<file path="config.mk">
export PLATFORM = sky130hd
export DESIGN_NAME = skinny_sbox_step2_pipe
export DESIGN_NICKNAME = d
export VERILOG_FILES = /design/src/rtl/skinny_sbox_step2_pipe.sv
export SDC_FILE = /design/constraint.sdc
export NUM_CORES = 1
export LEC_CHECK = 0
export BUFFER_PORTS_ARGS = -buffer_cell sky130_fd_sc_hd__clkbuf_2
export CAP_MARGIN = 10
export CORE_MARGIN = 2
export CORE_UTILIZATION = 25
export CTS_BUF_LIST = sky130_fd_sc_hd__clkbuf_16
export DETAILED_ROUTE_END_ITERATION = 8
export GPL_TIMING_DRIVEN = 0
export HOLD_SLACK_MARGIN = 0.02
export PLACE_DENSITY = 0.44
export SKIP_CTS_REPAIR_TIMING = 1
export SYNTH_ARGS = -nofsm -noshare
export SYNTH_HDL_FRONTEND = slang
export SYNTH_SLANG_ARGS = --single-unit
</file>
<file path="constraint.sdc">
create_clock -name clk -period 1.1 [get_ports clk]
set_clock_uncertainty 0.2 [all_clocks]
set_input_delay 0.165 -clock clk [delete_from_list [all_inputs] [get_ports clk]]
set_output_delay 0.165 -clock clk [all_outputs]
set_load 0.03 [all_outputs]
</file>
<file path="src/rtl/skinny_sbox_step2_pipe.sv">
// ---------------------------------------------------------------------------
// skinny_sbox_step2_pipe
//   First-order masked (two-share) SKINNY S-box step-2 layer for N_SBOX
//   parallel nibbles. Evaluates the quadratic map with DOM-indep AND gadgets
//   (one register stage), then a purely combinational affine layer,
//   optionally followed by an output register stage (PIPELINE=1). The
//   valid/ready pipeline uses per-stage enables that double as clock-gating
//   conditions.
//
// Parameters
//   N_SBOX    number of parallel 4-bit lanes (1..16)
//   PIPELINE  0: gadget stage only, 1: extra output register stage
//
// Ports
//   clk, rst             clock, synchronous active-high reset
//   in_valid / in_ready  input handshake (in_ready combinational)
//   in0, in1             input shares, lane i at [4i+3:4i]
//   r                    fresh randomness, lane i: r[2i] -> P0, r[2i+1] -> P1
//   out_valid / out_ready output handshake
//   out0, out1           output shares, out0 ^ out1 = S(x)
// ---------------------------------------------------------------------------
module skinny_sbox_step2_pipe #(
   parameter int unsigned N_SBOX   = 1,
   parameter int unsigned PIPELINE = 0
) (
   input  logic                  clk,
   input  logic                  rst,
   input  logic                  in_valid,
   output logic                  in_ready,
   input  logic [4*N_SBOX-1:0]   in0,
   input  logic [4*N_SBOX-1:0]   in1,
   input  logic [2*N_SBOX-1:0]   r,
   output logic                  out_valid,
   input  logic                  out_ready,
   output logic [4*N_SBOX-1:0]   out0,
   output logic [4*N_SBOX-1:0]   out1
);

   // Affine constant seen on share 0 when every stage-1 register is zero.
   localparam logic [4*N_SBOX-1:0] AFF_C = {N_SBOX{4'hC}};

   logic en1;

   // Stage-1 state: linear terms and DOM product terms, per share.
   // pX_in*: inner-domain product, pX_cr*: cross-domain product ^ r.
   logic                v1_q;
   logic [4*N_SBOX-1:0] lin0_q, lin1_q;
   logic [N_SBOX-1:0]   p0_in0_q, p0_cr0_q, p0_in1_q, p0_cr1_q;
   logic [N_SBOX-1:0]   p1_in0_q, p1_cr0_q, p1_in1_q, p1_cr1_q;
   logic [N_SBOX-1:0]   p0_in0_d, p0_cr0_d, p0_in1_d, p0_cr1_d;
   logic [N_SBOX-1:0]   p1_in0_d, p1_cr0_d, p1_in1_d, p1_cr1_d;

   // Affine-layer results per share.
   logic [4*N_SBOX-1:0] aff0, aff1;

   for (genvar g = 0; g < N_SBOX; g++) begin : g_lane
      logic [3:0] x0, x1;
      logic [3:0] l0, l1;
      logic [3:0] gg0, gg1;

      assign x0 = in0[4*g +: 4];
      assign x1 = in1[4*g +: 4];

      // P0 = x2 & x3
      assign p0_in0_d[g] = x0[2] & x0[3];
      assign p0_cr0_d[g] = (x0[2] & x1[3]) ^ r[2*g];
      assign p0_in1_d[g] = x1[2] & x1[3];
      assign p0_cr1_d[g] = (x1[2] & x0[3]) ^ r[2*g];
      // P1 = x0 & x3
      assign p1_in0_d[g] = x0[0] & x0[3];
      assign p1_cr0_d[g] = (x0[0] & x1[3]) ^ r[2*g+1];
      assign p1_in1_d[g] = x1[0] & x1[3];
      assign p1_cr1_d[g] = (x1[0] & x0[3]) ^ r[2*g+1];

      // Products are recombined only within their own share, after the register.
      assign l0  = lin0_q[4*g +: 4];
      assign l1  = lin1_q[4*g +: 4];
      assign gg0 = {l0[3], l0[2], l0[1] ^ p1_in0_q[g] ^ p1_cr0_q[g],
                    l0[0] ^ p0_in0_q[g] ^ p0_cr0_q[g]};
      assign gg1 = {l1[3], l1[2], l1[1] ^ p1_in1_q[g] ^ p1_cr1_q[g],
                    l1[0] ^ p0_in1_q[g] ^ p0_cr1_q[g]};

      // Constants only on share 0.
      assign aff0[4*g +: 4] = {1'b1 ^ gg0[1] ^ gg0[0],
                               1'b1 ^ gg0[3] ^ gg0[2] ^ gg0[0],
                               gg0[2] ^ gg0[0],
                               gg0[1]};
      assign aff1[4*g +: 4] = {gg1[1] ^ gg1[0],
                               gg1[3] ^ gg1[2] ^ gg1[0],
                               gg1[2] ^ gg1[0],
                               gg1[1]};
   end

   always_ff @(posedge clk) begin
      if (rst) begin
         v1_q     <= 1'b0;
         lin0_q   <= '0;
         lin1_q   <= '0;
         p0_in0_q <= '0;
         p0_cr0_q <= '0;
         p0_in1_q <= '0;
         p0_cr1_q <= '0;
         p1_in0_q <= '0;
         p1_cr0_q <= '0;
         p1_in1_q <= '0;
         p1_cr1_q <= '0;
      end else begin
         if (en1) v1_q <= in_valid;
         if (en1 && in_valid) begin
            lin0_q   <= in0;
            lin1_q   <= in1;
            p0_in0_q <= p0_in0_d;
            p0_cr0_q <= p0_cr0_d;
            p0_in1_q <= p0_in1_d;
            p0_cr1_q <= p0_cr1_d;
            p1_in0_q <= p1_in0_d;
            p1_cr0_q <= p1_cr0_d;
            p1_in1_q <= p1_in1_d;
            p1_cr1_q <= p1_cr1_d;
         end
      end
   end

   assign in_ready = en1;

   if (PIPELINE != 0) begin : g_pipe
      logic                v2_q;
      logic                en2;
      logic [4*N_SBOX-1:0] out0_q, out1_q;

      assign en2 = ~v2_q | out_ready;
      assign en1 = ~v1_q | en2;

      // Share 0 is stored with the affine constant stripped so that a zeroed
      // register still presents the constant after reset.
      always_ff @(posedge clk) begin
         if (rst) begin
            v2_q   <= 1'b0;
            out0_q <= '0;
            out1_q <= '0;
         end else if (en2) begin
            v2_q <= v1_q;
            if (v1_q) begin
               out0_q <= aff0 ^ AFF_C;
               out1_q <= aff1;
            end
         end
      end

      assign out_valid = v2_q;
      assign out0      = out0_q ^ AFF_C;
      assign out1      = out1_q;
   end else begin : g_nopipe
      assign en1       = ~v1_q | out_ready;
      assign out_valid = v1_q;
      assign out0      = aff0;
      assign out1      = aff1;
   end

endmodule

</file>
==> out/qor.json, run 1 <==
{
  "syn-instance-count": {"value": 97},
  "yosysTopAreaCellShare": {"value": 0.386},
  "clock_tree.root_cell": {"value": "clkbuf_16"},
  "grt_setup_unrepaired": {"value": "true"},
  "status": {"value": "finished, violations left"},
  "cts_inserted_buffers": {"value": 3},
  "grt_antenna_before_repair": {"value": 0},
  "synth_cell_types": {"value": 19},
  "ir_worst_vdd": {"value": 0.890, "unit": "mV"},
  "detail_route_antenna_nets": {"value": 0},
  "muxShareOfSynthArea": {"value": 0},
  "synth_simple_gate_area_share": {"value": 0.111},
  "syn_area_per_cell": {"value": 9.09, "unit": "um^2"},
  "mappedNetlistNets": {"value": 111},
  "overflow": {"value": 0},
  "layout-drive-gt1-share": {"value": 0.688},
  "startpoint": {"value": "p0_cr1_q"},
  "fin_tns_setup": {"value": -8.83, "unit": "ns"},
  "hold_slack": {"value": -0.0705, "unit": "ns"},
  "globalRouteTotalUtil": {"value": 0.124},
  "timing.final.setup_violations": {"value": 26},
  "grt_start_max_net_pins": {"value": 11},
  "fill_cells": {"value": 336},
  "h-tree-depth": {"value": 1},
  "grt.met1_usage": {"value": 0.162},
  "ys_warn_count": {"value": 0},
  "syn_area": {"value": 882, "unit": "um^2"},
  "floorplan.initialDensity": {"value": 0.262},
  "worstReg2RegEnd": {"value": "g_lane[0].l1[1]"},
  "totalPowerFinal": {"value": 2.33, "unit": "mW"},
  "clk_pin_slew_worst_paths": {"value": 0.05, "unit": "ns"},
  "cellLeakagePower": {"value": 0.636, "unit": "nW"},
  "routed_wire_length_per_instance": {"value": 13.6, "unit": "um"},
  "synth-xor-area-share": {"value": 0.238},
  "grt.met2_usage": {"value": 0.204},
  "final_min_period_over_clock_period": {"value": 1.63},
  "timing.final.ws_setup": {"value": -0.697, "unit": "ns"},
  "timing.critical_path.fanout_max": {"value": 3},
  "ys_seq_area_frac": {"value": 0.386},
  "port-buffer-count": {"value": 21},
  "num_rows": {"value": 21},
  "power-per-cell-area": {"value": 1450, "unit": "nW/um^2"},
  "finalCriticalPeriod": {"value": 1.80, "unit": "ns"},
  "least_margin_pin_slew": {"value": 0.648, "unit": "ns"},
  "layout.cells.most_common_list": {"value": "buf_6 (17), clkbuf_2 (12), a21oi_2 (10)"},
  "flow.area_growth_from_synthesis": {"value": 82.7, "unit": "%"},
  "cts.sink_count": {"value": 17},
  "place.gp.congestion": {"value": 0.739},
  "design.core.area": {"value": 3360, "unit": "um^2"},
  "routed_wl": {"value": 2490, "unit": "um"},
  "timing.setup.critical_path_class": {"value": "reg -> out"},
  "die_height": {"value": 63.4, "unit": "um"},
  "die_area": {"value": 4020, "unit": "um^2"},
  "timing.hold.worst.class": {"value": "in -> reg"},
  "routed-via-count": {"value": 850},
  "antenna_cells": {"value": 0},
  "combinational_family_with_the_most_area_after_synthesis": {"value": "XOR/XNOR gates"},
  "post_synthesis_adder_cell_area_fraction": {"value": 0},
  "max_clock_freq": {"value": 0.557, "unit": "GHz"},
  "layout.cells.most_common": {"value": "buf_6"},
  "half_perimeter_wire_length_after_placement": {"value": 1650, "unit": "um"},
  "synth_area_in_compound_gates": {"value": 0.199},
  "report.final.hold_viol_count": {"value": 4},
  "post_synth_main_area_contributors": {"value": "dfxtp_1 (39%), a21oi_1 (9.6%), xnor2_1 (7.0%)"},
  "crit_end": {"value": "out1[2]"},
  "crit_required": {"value": 0.73, "unit": "ns"},
  "io-pin-count": {"value": 24},
  "first_global_vias": {"value": 811},
  "arrival": {"value": 1.43, "unit": "ns"},
  "slew_headroom": {"value": 0.568},
  "worst_skew_pair.late_latency": {"value": 0.25, "unit": "ns"},
  "failed_checks": {"value": "hold timing, setup timing"},
  "grt_pass1_wl": {"value": 3890, "unit": "um"},
  "drt_pre_antenna_iters": {"value": 4},
  "crit_path_start_kind": {"value": "flop"},
  "route.detailed.drc": {"value": 0},
  "global_route.usage.met3": {"value": 0.0375},
  "maxCapViolCount": {"value": 0},
  "clock_tree_from_tritoncts": {"value": "built"},
  "setup.worst_path.end_class": {"value": "primary output"},
  "synth.ff_latch_count": {"value": 17},
  "route.detailed.vias_per_inst": {"value": 4.62},
  "dr.first_iter.drc_count": {"value": 17},
  "global_route.peak_usage_layer": {"value": "met2"},
  "setup.reg_to_reg.worst_slack": {"value": -0.28, "unit": "ns"},
  "cts_buffer_depth": {"value": 2},
  "crit-reg2reg-launch": {"value": "out_valid"},
  "final_nets": {"value": 153},
  "final-max-slew-violation-count": {"value": 0},
  "dieWidth": {"value": 63.4, "unit": "um"},
  "synth.largest_area_cell": {"value": "dfxtp_1"},
  "ff2ff_path_depth": {"value": 6}
}
-- cell type report --
type	count	area [um^2]	area share
plain buffers	9	77.6	0.0481
clock buffers	3	75.1	0.0466
clock inverters	1	3.75	0.00233
inverters	2	12.5	0.00776
multi-input cells	69	688	0.427
flip-flops and latches	17	359	0.223
well taps	46	57.6	0.0357
repair buffers	37	338	0.210
-- routing by layer --
metal | routed length (um) | up-vias
li1 | - | 421
met4 | 0 | 0
met2 | 1230 | 20
met3 | 112 | 0
met1 | 1160 | 409
met5 | 0 | -
-- where the power goes --
group	internal [mW]	switching, mW	leakage, nW	total (mW)
Combinational	0.462	0.434	0.449	0.896
Clock	0.483	0.250	0.0423	0.733
Sequential	0.658	0.0421	0.145	0.700
-- cell families after synthesis --
logic type	after synthesis
flops	17
compound gates	33
buf+inv	11
xor+xnor	18
simple gates	18
-- stage by stage --
stage	cell area, um^2	util	hold WS (ns)	instances	setup slack, ns
2_1_floorplan	1050	-	0.102	97	-0.450
3_3_place_gp	1210	0.359	0.216	164	-0.487
3_5_place_dp	1210	0.359	0.219	164	-0.486
4_1_cts	1290	0.383	-0.0412	168	-0.761
5_1_grt	1610	0.479	-0.0538	184	-0.749
6_report	1610	0.479	-0.0705	184	-0.697
-- registers in the layout, summed over array words and instances, names as in the netlist --
signal and cells:
g_lane.l0 4, g_lane.l1 4, out_valid 1, p0_cr0_q 1, p0_cr1_q 1, p0_in0_q 1, p0_in1_q 1, p1_cr0_q 1
p1_cr1_q 1, p1_in0_q 1, p1_in1_q 1
-- critical path, cell delays in order (launching register included) --
cell	delay, ns
dfxtp_4	0.38
xnor3_2	0.49
xor2_4	0.18
buf_6	0.14
-- worst min-delay path by stage --
stage | start | to | slack (ns) | cells past startpoint
3_5_place_dp | in1[1] | g_lane[0].l1[1] | 0.22 | 3
5_1_grt | rst | p0_cr0_q | -0.05 | 2
2_1_floorplan | in0[0] | g_lane[0].l0[0] | 0.10 | 2
4_1_cts | in1[1] | g_lane[0].l1[1] | -0.04 | 3
6_report | rst | p0_cr0_q | -0.07 | 2
3_3_place_gp | in1[1] | g_lane[0].l1[1] | 0.22 | 3
-- cell usage after synthesis --
| library cell | number |
|---|---|
| nor2b_4 | 1 |
| buf_1 | 1 |
| xnor3_2 | 2 |
| o21ai_1 | 2 |
| a21oi_1 | 17 |
| inv_2 | 2 |
| a211oi_1 | 4 |
| nand2_1 | 4 |
| xor2_1 | 6 |
| buf_4 | 3 |
| nor2_1 | 1 |
| clkbuf_2 | 1 |
| dfxtp_1 | 17 |
| buf_2 | 4 |
| xnor2_2 | 3 |
| o21ai_0 | 10 |
| xnor2_1 | 7 |
| nand3_1 | 8 |
| nand4_1 | 4 |
Power figures use the tool's default switching activity.
==> run 2: changes to the inputs <==
--- a/config.mk
+++ b/config.mk
@@ -9,7 +9,6 @@
 export CAP_MARGIN = 10
 export CORE_MARGIN = 2
 export CORE_UTILIZATION = 25
-export CTS_BUF_LIST = sky130_fd_sc_hd__clkbuf_16
 export DETAILED_ROUTE_END_ITERATION = 8
 export GPL_TIMING_DRIVEN = 0
 export HOLD_SLACK_MARGIN = 0.02
==> run 2 against run 1 <==
Compared with the run above: the flow still finishes with violations (hold timing, setup timing); die area unchanged; core utilization decreased by 1.5 points; sequential share of layout area increased by 0.71 points; routed wire length about the same; critical path depth unchanged; critical endpoint unchanged; largest power group unchanged.
==> out/qor.json, run 2 (synthesis gave the netlist of run 1 again) <==
{
  "port-buffer-count": {"value": 21, "change": "unchanged"},
  "startpoint": {"value": "p0_cr1_q"},
  "timing.final.setup_violations": {"value": 27, "change": "+3.8%"},
  "globalRouteTotalUtil": {"value": 0.124, "change": "-0.000752"},
  "final_nets": {"value": 154, "change": "+0.65%"},
  "slew_headroom": {"value": 0.559, "change": "-0.00887"},
  "cts_inserted_buffers": {"value": 3, "change": "unchanged"},
  "stdcell_count": {"value": 185, "change": "+0.54%"},
  "grt_pass1_wl": {"value": 3880, "unit": "um", "change": "-0.18%"},
  "setup.reg_to_reg.worst_slack": {"value": -0.28, "unit": "ns", "change": "about the same"},
  "clk_pin_slew_worst_paths": {"value": 0.10, "unit": "ns", "change": "+0.05 ns"},
  "global_route.peak_usage_layer": {"value": "met2"},
  "routed-via-count": {"value": 856, "change": "+0.71%"},
  "h-tree-depth": {"value": 1, "change": "unchanged"},
  "routed_wire_length_per_instance": {"value": 13.5, "unit": "um", "change": "-0.50%"},
  "crit_end": {"value": "out1[2]"},
  "grt_setup_unrepaired": {"value": "true"},
  "critical_path_s_top_delay_family": {"value": "XOR/XNOR gates"},
  "floorplan.initialDensity": {"value": 0.262, "change": "unchanged"},
  "cts_buffer_depth": {"value": 2, "change": "unchanged"},
  "timing.critical_path.fanout_max": {"value": 3, "change": "unchanged"},
  "detail_route_antenna_nets": {"value": 0, "change": "unchanged"},
  "dieWidth": {"value": 63.4, "unit": "um", "change": "unchanged"},
  "dr.first_iter.drc_count": {"value": 14, "change": "-3"},
  "final_design_area_no_fill": {"value": 1560, "unit": "um^2", "change": "-3.1%"},
  "ir_worst_vdd": {"value": 0.863, "unit": "mV", "change": "-2.9%"},
  "critical_path_depth": {"value": 3, "change": "unchanged"},
  "route.detailed.drc": {"value": 0, "change": "unchanged"},
  "least_margin_pin_slew": {"value": 0.661, "unit": "ns", "change": "+0.0133 ns"},
  "maxCapViolCount": {"value": 0, "change": "unchanged"},
  "die_height": {"value": 63.4, "unit": "um", "change": "unchanged"},
  "num_rows": {"value": 21, "change": "unchanged"},
  "layout.cells.most_common_list": {"value": "buf_6 (16), clkbuf_2 (12), a21oi_2 (10)"},
  "die_area": {"value": 4020, "unit": "um^2", "change": "unchanged"},
  "timing.critical_path.cells": {"value": "xnor3_2 -> xor2_4 -> buf_6"},
  "sequential_cell_area": {"value": 359, "unit": "um^2", "change": "unchanged"},
  "timing.hold.worst.class": {"value": "in -> reg"},
  "timing.setup.critical_path_class": {"value": "reg -> out"},
  "cts.sink_count": {"value": 17, "change": "unchanged"},
  "final_min_period_over_clock_period": {"value": 1.69, "change": "+0.0526"},
  "half_perimeter_wire_length_after_placement": {"value": 1650, "unit": "um", "change": "unchanged"},
  "flow.area_growth_from_synthesis": {"value": 77.0, "unit": "%"},
  "first_global_vias": {"value": 812, "change": "+0.12%"},
  "grt.met2_usage": {"value": 0.201, "change": "-0.00263"},
  "layout.cells.most_common": {"value": "buf_6"},
  "global_route.usage.met3": {"value": 0.0375, "change": "unchanged"},
  "crit_required": {"value": 0.73, "unit": "ns", "change": "about the same"},
  "route.detailed.vias_per_inst": {"value": 4.63, "change": "+0.16%"},
  "grt_antenna_before_repair": {"value": 0, "change": "unchanged"},
  "postPlaceCellArea": {"value": 1210, "unit": "um^2", "change": "unchanged"},
  "place.detailed.instances": {"value": 164, "change": "unchanged"},
  "io-pin-count": {"value": 24, "change": "unchanged"},
  "place.gp.congestion": {"value": 0.739, "change": "unchanged"},
  "antenna_cells": {"value": 0, "change": "unchanged"},
  "hold_slack": {"value": -0.0549, "unit": "ns", "change": "+0.0156 ns"},
  "overflow": {"value": 0, "change": "unchanged"},
  "cpMaxStageDelayCell": {"value": "xnor3_2"},
  "cellLeakagePower": {"value": 0.612, "unit": "nW", "change": "-3.9%"},
  "setup.worst_path.end_class": {"value": "primary output"},
  "layout-drive-gt1-share": {"value": 0.676, "change": "-0.0121"},
  "clock_tree_from_tritoncts": {"value": "built"},
  "failed_checks": {"value": "hold timing, setup timing"},
  "final-max-slew-violation-count": {"value": 0, "change": "unchanged"},
  "crit-reg2reg-launch": {"value": "out_valid"},
  "finalCriticalPeriod": {"value": 1.85, "unit": "ns", "change": "+0.0579 ns"},
  "timing.final.ws_setup": {"value": -0.755, "unit": "ns", "change": "-0.0579 ns"},
  "power-per-cell-area": {"value": 1230, "unit": "nW/um^2", "change": "-15%"},
  "routed_wl": {"value": 2500, "unit": "um", "change": "about the same"},
  "fill_cells": {"value": 353, "change": "+5.1%"},
  "arrival": {"value": 1.49, "unit": "ns", "change": "+0.06 ns"},
  "worstReg2RegEnd": {"value": "g_lane[0].l0[2]"},
  "fin_util": {"value": 0.464, "change": "-0.0149"},
  "max_clock_freq": {"value": 0.539, "unit": "GHz", "change": "-3.1%"},
  "grt_start_max_net_pins": {"value": 11, "change": "unchanged"},
  "ff2ff_path_depth": {"value": 6, "change": "unchanged"},
  "worst-path-buf-inv": {"value": 1, "change": "unchanged"},
  "crit_path_start_kind": {"value": "flop"},
  "report.final.hold_viol_count": {"value": 9, "change": "+5"},
  "grt.met1_usage": {"value": 0.162, "change": "unchanged"},
  "cp_slowest_stage_delay": {"value": 0.49, "unit": "ns", "change": "about the same"},
  "design.core.area": {"value": 3360, "unit": "um^2", "change": "unchanged"},
  "totalPowerFinal": {"value": 1.92, "unit": "mW", "change": "-17%"},
  "multiInputGateArea": {"value": 684, "unit": "um^2", "change": "-0.55%"},
  "clock_tree.root_cell": {"value": "clkbuf_4"},
  "worst_skew_pair.late_latency": {"value": 0.29, "unit": "ns", "change": "+0.04 ns"},
  "drt_pre_antenna_iters": {"value": 4, "change": "unchanged"},
  "status": {"value": "finished, violations left"}
}
## run 2: layer usage
metal / up-vias / wire length [um]
met4: 0 / 30
met1: 408 / 1130
li1: 420 / -
met5: - / 0
met2: 24 / 1190
met3: 4 / 139
## run 2: where the power goes
part	total (mW)	switching, mW	internal (mW)
registers	0.698	0.0411	0.657
clock network	0.344	0.203	0.141
logic	0.882	0.431	0.451
total	1.92	0.675	1.25
## run 2: worst min-delay path by stage
stage / start / endpoint / slack, ns / cells after the start
2_1_floorplan: in0[0] / g_lane[0].l0[0] / 0.10 / 2
3_3_place_gp: in1[1] / g_lane[0].l1[1] / 0.22 / 3
3_5_place_dp: in1[1] / g_lane[0].l1[1] / 0.22 / 3
4_1_cts: in1[1] / g_lane[0].l1[1] / -0.10 / 3
5_1_grt: rst / g_lane[0].l0[0] / -0.06 / 2
6_report: rst / g_lane[0].l0[0] / -0.05 / 2
## run 2: cell type report
type | count | share of cell area
Multi-Input combinational cell | 69 | 0.438
Sequential cell | 17 | 0.230
Clock buffer | 4 | 0.0168
Inverter | 2 | 0.00801
Buffer | 9 | 0.0497
Tap cell | 46 | 0.0369
Timing Repair Buffer | 38 | 0.220
## run 2: stage by stage
step	TNS, ns	setup WS, ns
3_5_place_dp	-5.40	-0.486
2_1_floorplan	-3.92	-0.450
4_1_cts	-8.60	-0.831
5_1_grt	-10.79	-0.823
6_report	-9.39	-0.755
3_3_place_gp	-5.40	-0.487
==> run 3: changes to the inputs <==
--- a/config.mk
+++ b/config.mk
@@ -5,6 +5,7 @@
 export SDC_FILE = /design/constraint.sdc
 export NUM_CORES = 1
 export LEC_CHECK = 0
+export ABC_AREA = 1
 export BUFFER_PORTS_ARGS = -buffer_cell sky130_fd_sc_hd__clkbuf_2
 export CAP_MARGIN = 10
 export CORE_MARGIN = 2
@@ -12,7 +13,7 @@
 export DETAILED_ROUTE_END_ITERATION = 8
 export GPL_TIMING_DRIVEN = 0
 export HOLD_SLACK_MARGIN = 0.02
-export PLACE_DENSITY = 0.44
+export PLACE_DENSITY = 0.43
 export SKIP_CTS_REPAIR_TIMING = 1
 export SYNTH_ARGS = -nofsm -noshare
 export SYNTH_HDL_FRONTEND = slang
==> run 3 against run 2 <==
Compared with the run above: the run ends with setup timing left; via count rose by 22%; sequential power rose by 0.9%; non-clock buffer count fell by 8; core utilization fell by 1.4 points; cell area rose by 6.3%; setup slack improved by 0.25 ns; cell count rose by 28%; clock power rose by 37%; routed wire length rose by 7.1%; die area rose by 8.5%; highest routed layer unchanged.
==> out/qor.json, run 3 <==
{
  "die_height": {"value": 66.0, "unit": "um", "change": "+4.2%"},
  "detail_route_antenna_nets": {"value": 0, "change": "unchanged"},
  "maxCapViolCount": {"value": 0, "change": "unchanged"},
  "arrival": {"value": 1.24, "unit": "ns", "change": "-0.25 ns"},
  "ys_seq_area_frac": {"value": 0.354, "change": "-0.0321"},
  "dr.first_iter.drc_count": {"value": 17, "change": "+3"},
  "half_perimeter_wire_length_after_placement": {"value": 1720, "unit": "um", "change": "+4.4%"},
  "cts_buffer_depth": {"value": 2, "change": "unchanged"},
  "synth.largest_area_cell": {"value": "dfxtp_1"},
  "power-per-cell-area": {"value": 1210, "unit": "nW/um^2", "change": "-2.2%"},
  "dr.max_layer_used": {"value": "met4"},
  "stdcell_count": {"value": 236, "change": "+28%"},
  "cts.sink_count": {"value": 17, "change": "unchanged"},
  "synth.cells.most_frequent": {"value": "nand2_1 (55), inv_1 (22), dfxtp_1 (17)"},
  "status": {"value": "finished, violations left"},
  "hp-start": {"value": "rst"},
  "finalCriticalPeriod": {"value": 1.60, "unit": "ns", "change": "-0.253 ns"},
  "final_design_area_no_fill": {"value": 1660, "unit": "um^2", "change": "+6.3%"},
  "clock_tree.root_cell": {"value": "clkbuf_8"},
  "worstReg2RegEnd": {"value": "p1_in1_q"},
  "layout-drive-gt1-share": {"value": 0.612, "change": "-0.0646"},
  "h-tree-depth": {"value": 1, "change": "unchanged"},
  "grt_antenna_before_repair": {"value": 0, "change": "unchanged"},
  "report.final.hold_viol_count": {"value": 0, "change": "-9"},
  "routed-via-count": {"value": 1045, "change": "+22%"},
  "timing.final.setup_violations": {"value": 24, "change": "-11%"},
  "critical_path_s_top_delay_family": {"value": "simple AND/OR/NAND/NOR gates"},
  "dieWidth": {"value": 66.0, "unit": "um", "change": "+4.2%"},
  "totalPowerFinal": {"value": 2.00, "unit": "mW", "change": "+4.0%"},
  "place.gp.congestion": {"value": 0.706, "change": "-4.5%"},
  "final-max-slew-violation-count": {"value": 0, "change": "unchanged"},
  "synth_cell_types": {"value": 15, "change": "-4"},
  "met2_wirelength": {"value": 1370, "unit": "um", "change": "+15%"},
  "timing.critical_path.fanout_max": {"value": 4, "change": "+1"},
  "syn_area_per_cell": {"value": 6.37, "unit": "um^2", "change": "-30%"},
  "flow.area_growth_from_synthesis": {"value": 72.6, "unit": "%"},
  "syn-instance-count": {"value": 151, "change": "+56%"},
  "failed_checks": {"value": "setup timing"},
  "timing.setup.critical_path_class": {"value": "reg -> out"},
  "final_min_period_over_clock_period": {"value": 1.46, "change": "-0.230"},
  "ys.flop_type": {"value": "dfxtp_1"},
  "worst_skew_pair.late_latency": {"value": 0.25, "unit": "ns", "change": "-0.04 ns"},
  "min_path_cells": {"value": 2, "change": "unchanged"},
  "antenna_cells": {"value": 0, "change": "unchanged"},
  "fill_cells": {"value": 404, "change": "+14%"},
  "globalRouteTotalUtil": {"value": 0.112, "change": "-0.0115"},
  "route.detailed.vias_per_inst": {"value": 4.43, "change": "-4.3%"},
  "cellLeakagePower": {"value": 0.737, "unit": "nW", "change": "+20%"},
  "synth_edf_count": {"value": 0, "change": "unchanged"},
  "least_margin_pin_slew": {"value": 0.427, "unit": "ns", "change": "-0.234 ns"},
  "overflow": {"value": 0, "change": "unchanged"},
  "ir_worst_vdd": {"value": 0.726, "unit": "mV", "change": "-16%"},
  "grt_pass1_wl": {"value": 3730, "unit": "um", "change": "-3.9%"},
  "wirelength_met1": {"value": 1170, "unit": "um", "change": "+3.3%"},
  "hold_path_end": {"value": "p0_in0_q"},
  "synth.ff_latch_count": {"value": 17, "change": "unchanged"},
  "layout.cells.most_common_list": {"value": "nand2_2 (23), nand2_1 (22), buf_6 (14)"},
  "max_clock_freq": {"value": 0.624, "unit": "GHz", "change": "+16%"},
  "timing.final.ws_setup": {"value": -0.502, "unit": "ns", "change": "+0.253 ns"},
  "io-pin-count": {"value": 24, "change": "unchanged"},
  "ys_warn_count": {"value": 0, "change": "unchanged"},
  "route.detailed.drc": {"value": 0, "change": "unchanged"},
  "synthArstFlopShare": {"value": 0, "change": "unchanged"},
  "grt_start_max_net_pins": {"value": 11, "change": "unchanged"},
  "floorplan.initialDensity": {"value": 0.261, "change": "-0.00142"},
  "worst-path-buf-inv": {"value": 3, "change": "+2"},
  "cts_inserted_buffers": {"value": 3, "change": "unchanged"},
  "routed_wire_length_per_instance": {"value": 11.3, "unit": "um", "change": "-16%"},
  "cp_common_cell": {"value": "nand2_2"},
  "crit_required": {"value": 0.73, "unit": "ns", "change": "about the same"},
  "timing.hold.worst.class": {"value": "in -> reg"},
  "first_global_vias": {"value": 855, "change": "+5.3%"},
  "num_rows": {"value": 22, "change": "+4.8%"},
  "routed_wl": {"value": 2670, "unit": "um", "change": "+7.1%"},
  "syn_area": {"value": 962, "unit": "um^2", "change": "+9.1%"},
  "yosysTopAreaCellShare": {"value": 0.354, "change": "-0.0321"},
  "slew_headroom": {"value": 0.715, "change": "+0.156"},
  "clock_tree_from_tritoncts": {"value": "built"},
  "grt_setup_unrepaired": {"value": "true"},
  "clk_pin_slew_worst_paths": {"value": 0.07, "unit": "ns", "change": "-0.03 ns"},
  "layout.cells.most_common": {"value": "nand2_2"},
  "cpMaxStageDelayCell": {"value": "dfxtp_2"},
  "cp_slowest_stage_delay": {"value": 0.36, "unit": "ns", "change": "-0.13 ns"},
  "crit_path_start_kind": {"value": "flop"},
  "ff2ff_path_depth": {"value": 4, "change": "-2"},
  "postPlaceCellArea": {"value": 1230, "unit": "um^2", "change": "+2.0%"},
  "crit-reg2reg-launch": {"value": "out_valid"},
  "drt_pre_antenna_iters": {"value": 4, "change": "unchanged"},
  "mappedNetlistNets": {"value": 165, "change": "+49%"},
  "met3_length": {"value": 119, "unit": "um", "change": "-14%"},
  "synthMostInstantiatedCell": {"value": "nand2_1"},
  "place.detailed.instances": {"value": 221, "change": "+35%"},
  "die_area": {"value": 4360, "unit": "um^2", "change": "+8.5%"},
  "timing.critical_path.cells": {"value": "inv_2 -> nand2_2 -> nand2_1 -> nand2_2 -> nand2_4 -> inv_4 -> nand2_2 -> nand2_4 -> buf_6"},
  "setup.reg_to_reg.worst_slack": {"value": -0.09, "unit": "ns", "change": "+0.19 ns"},
  "final_nets": {"value": 203, "change": "+32%"},
  "design.core.area": {"value": 3690, "unit": "um^2", "change": "+9.7%"},
  "setup.worst_path.end_class": {"value": "primary output"},
  "post_synth_main_area_contributors": {"value": "dfxtp_1 (35%), nand2_1 (21%), inv_1 (8.6%)"},
  "port-buffer-count": {"value": 22, "change": "+4.8%"}
}
==> run 3: changes by cell type in the layout (fill, tap and decap cells not counted), moves of 4 or more <==
cell,before,now
inv_2,1,9
o21ai_0,7,2
inv_1,0,11
a21oi_2,10,4
nand4_1,4,0
xnor2_2,9,0
o21ai_2,2,6
nand2_4,0,10
nor2_1,0,7
nand2_2,0,23
nand2_1,4,22
==> run 3: worst max-delay path by stage <==
| stage | from | to | slack, ns | cells after the start |
|---|---|---|---|---|
| finish | p0_cr0_q | out0[3] | -0.50 | 9 |
| global route | p0_in1_q | out1[3] | -0.57 | 9 |
| CTS | p0_in1_q | out1[1] | -0.59 | 9 |
| detailed placement | p0_in1_q | out1[1] | -0.30 | 9 |
| global placement | p0_in0_q | out0[1] | -0.29 | 9 |
| floorplan | p0_in1_q | out1[1] | -0.1 | 8 |
==> run 3: where the power goes <==
part | leakage, nW | internal [mW] | total [mW] | switching, mW
combinational | 0.567 | 0.371 | 0.827 | 0.456
sequential | 0.145 | 0.658 | 0.704 | 0.0460
clock | 0.0255 | 0.251 | 0.470 | 0.218
total | 0.737 | 1.28 | 2.00 | 0.721
==> run 3: layout make-up <==
class	instances	area, um^2	area share
buffer	6	68.8	0.0414
tap	48	60.1	0.0362
timing repair buffer	33	304	0.183
multi-input combinational	106	733	0.442
inverter	22	87.6	0.0528
clock inverter	1	5.00	0.00301
clock buffer	3	41.3	0.0249
sequential	17	360	0.217
==> run 3: routing by layer <==
layer / vias to the layer above / track usage
li1: 538 / -
met1: 485 / 0.137
met2: 20 / 0.197
met3: 2 / 0.0307
met4: 0 / 0.0230
met5: - / 0
==> run 3: kinds of logic (layout without fill, tap and decap cells) <==
kind of cell | count (synthesis) | count (layout) | share of synthesized area
flip-flops | 17 | 17 | 0.354
AO/OA/AOI/OAI | 23 | 23 | 0.124
AND/OR/NAND/NOR | 77 | 77 | 0.326
XOR/XNOR | 6 | 6 | 0.0546
buffers and inverters | 28 | 65 | 0.142
==> run 3: metrics by stage <==
stage,utilization,setup WS [ns],setup TNS [ns],hold slack [ns]
2_1_floorplan,-,-0.0954,-0.786,0.112
3_3_place_gp,0.334,-0.289,-2.67,0.237
3_5_place_dp,0.334,-0.303,-3.11,0.247
4_1_cts,0.347,-0.591,-5.17,-0.0219
5_1_grt,0.450,-0.573,-6.04,0.0112
6_report,0.450,-0.502,-4.67,0.000437
==> run 3: worst reg2reg max path: stages, from the launching register on <==
cell and delay [ns]:
dfxtp_4 0.38, a21oi_4 0.21, buf_6 0.16, nand3_2 0.06, a21oi_1 0.12
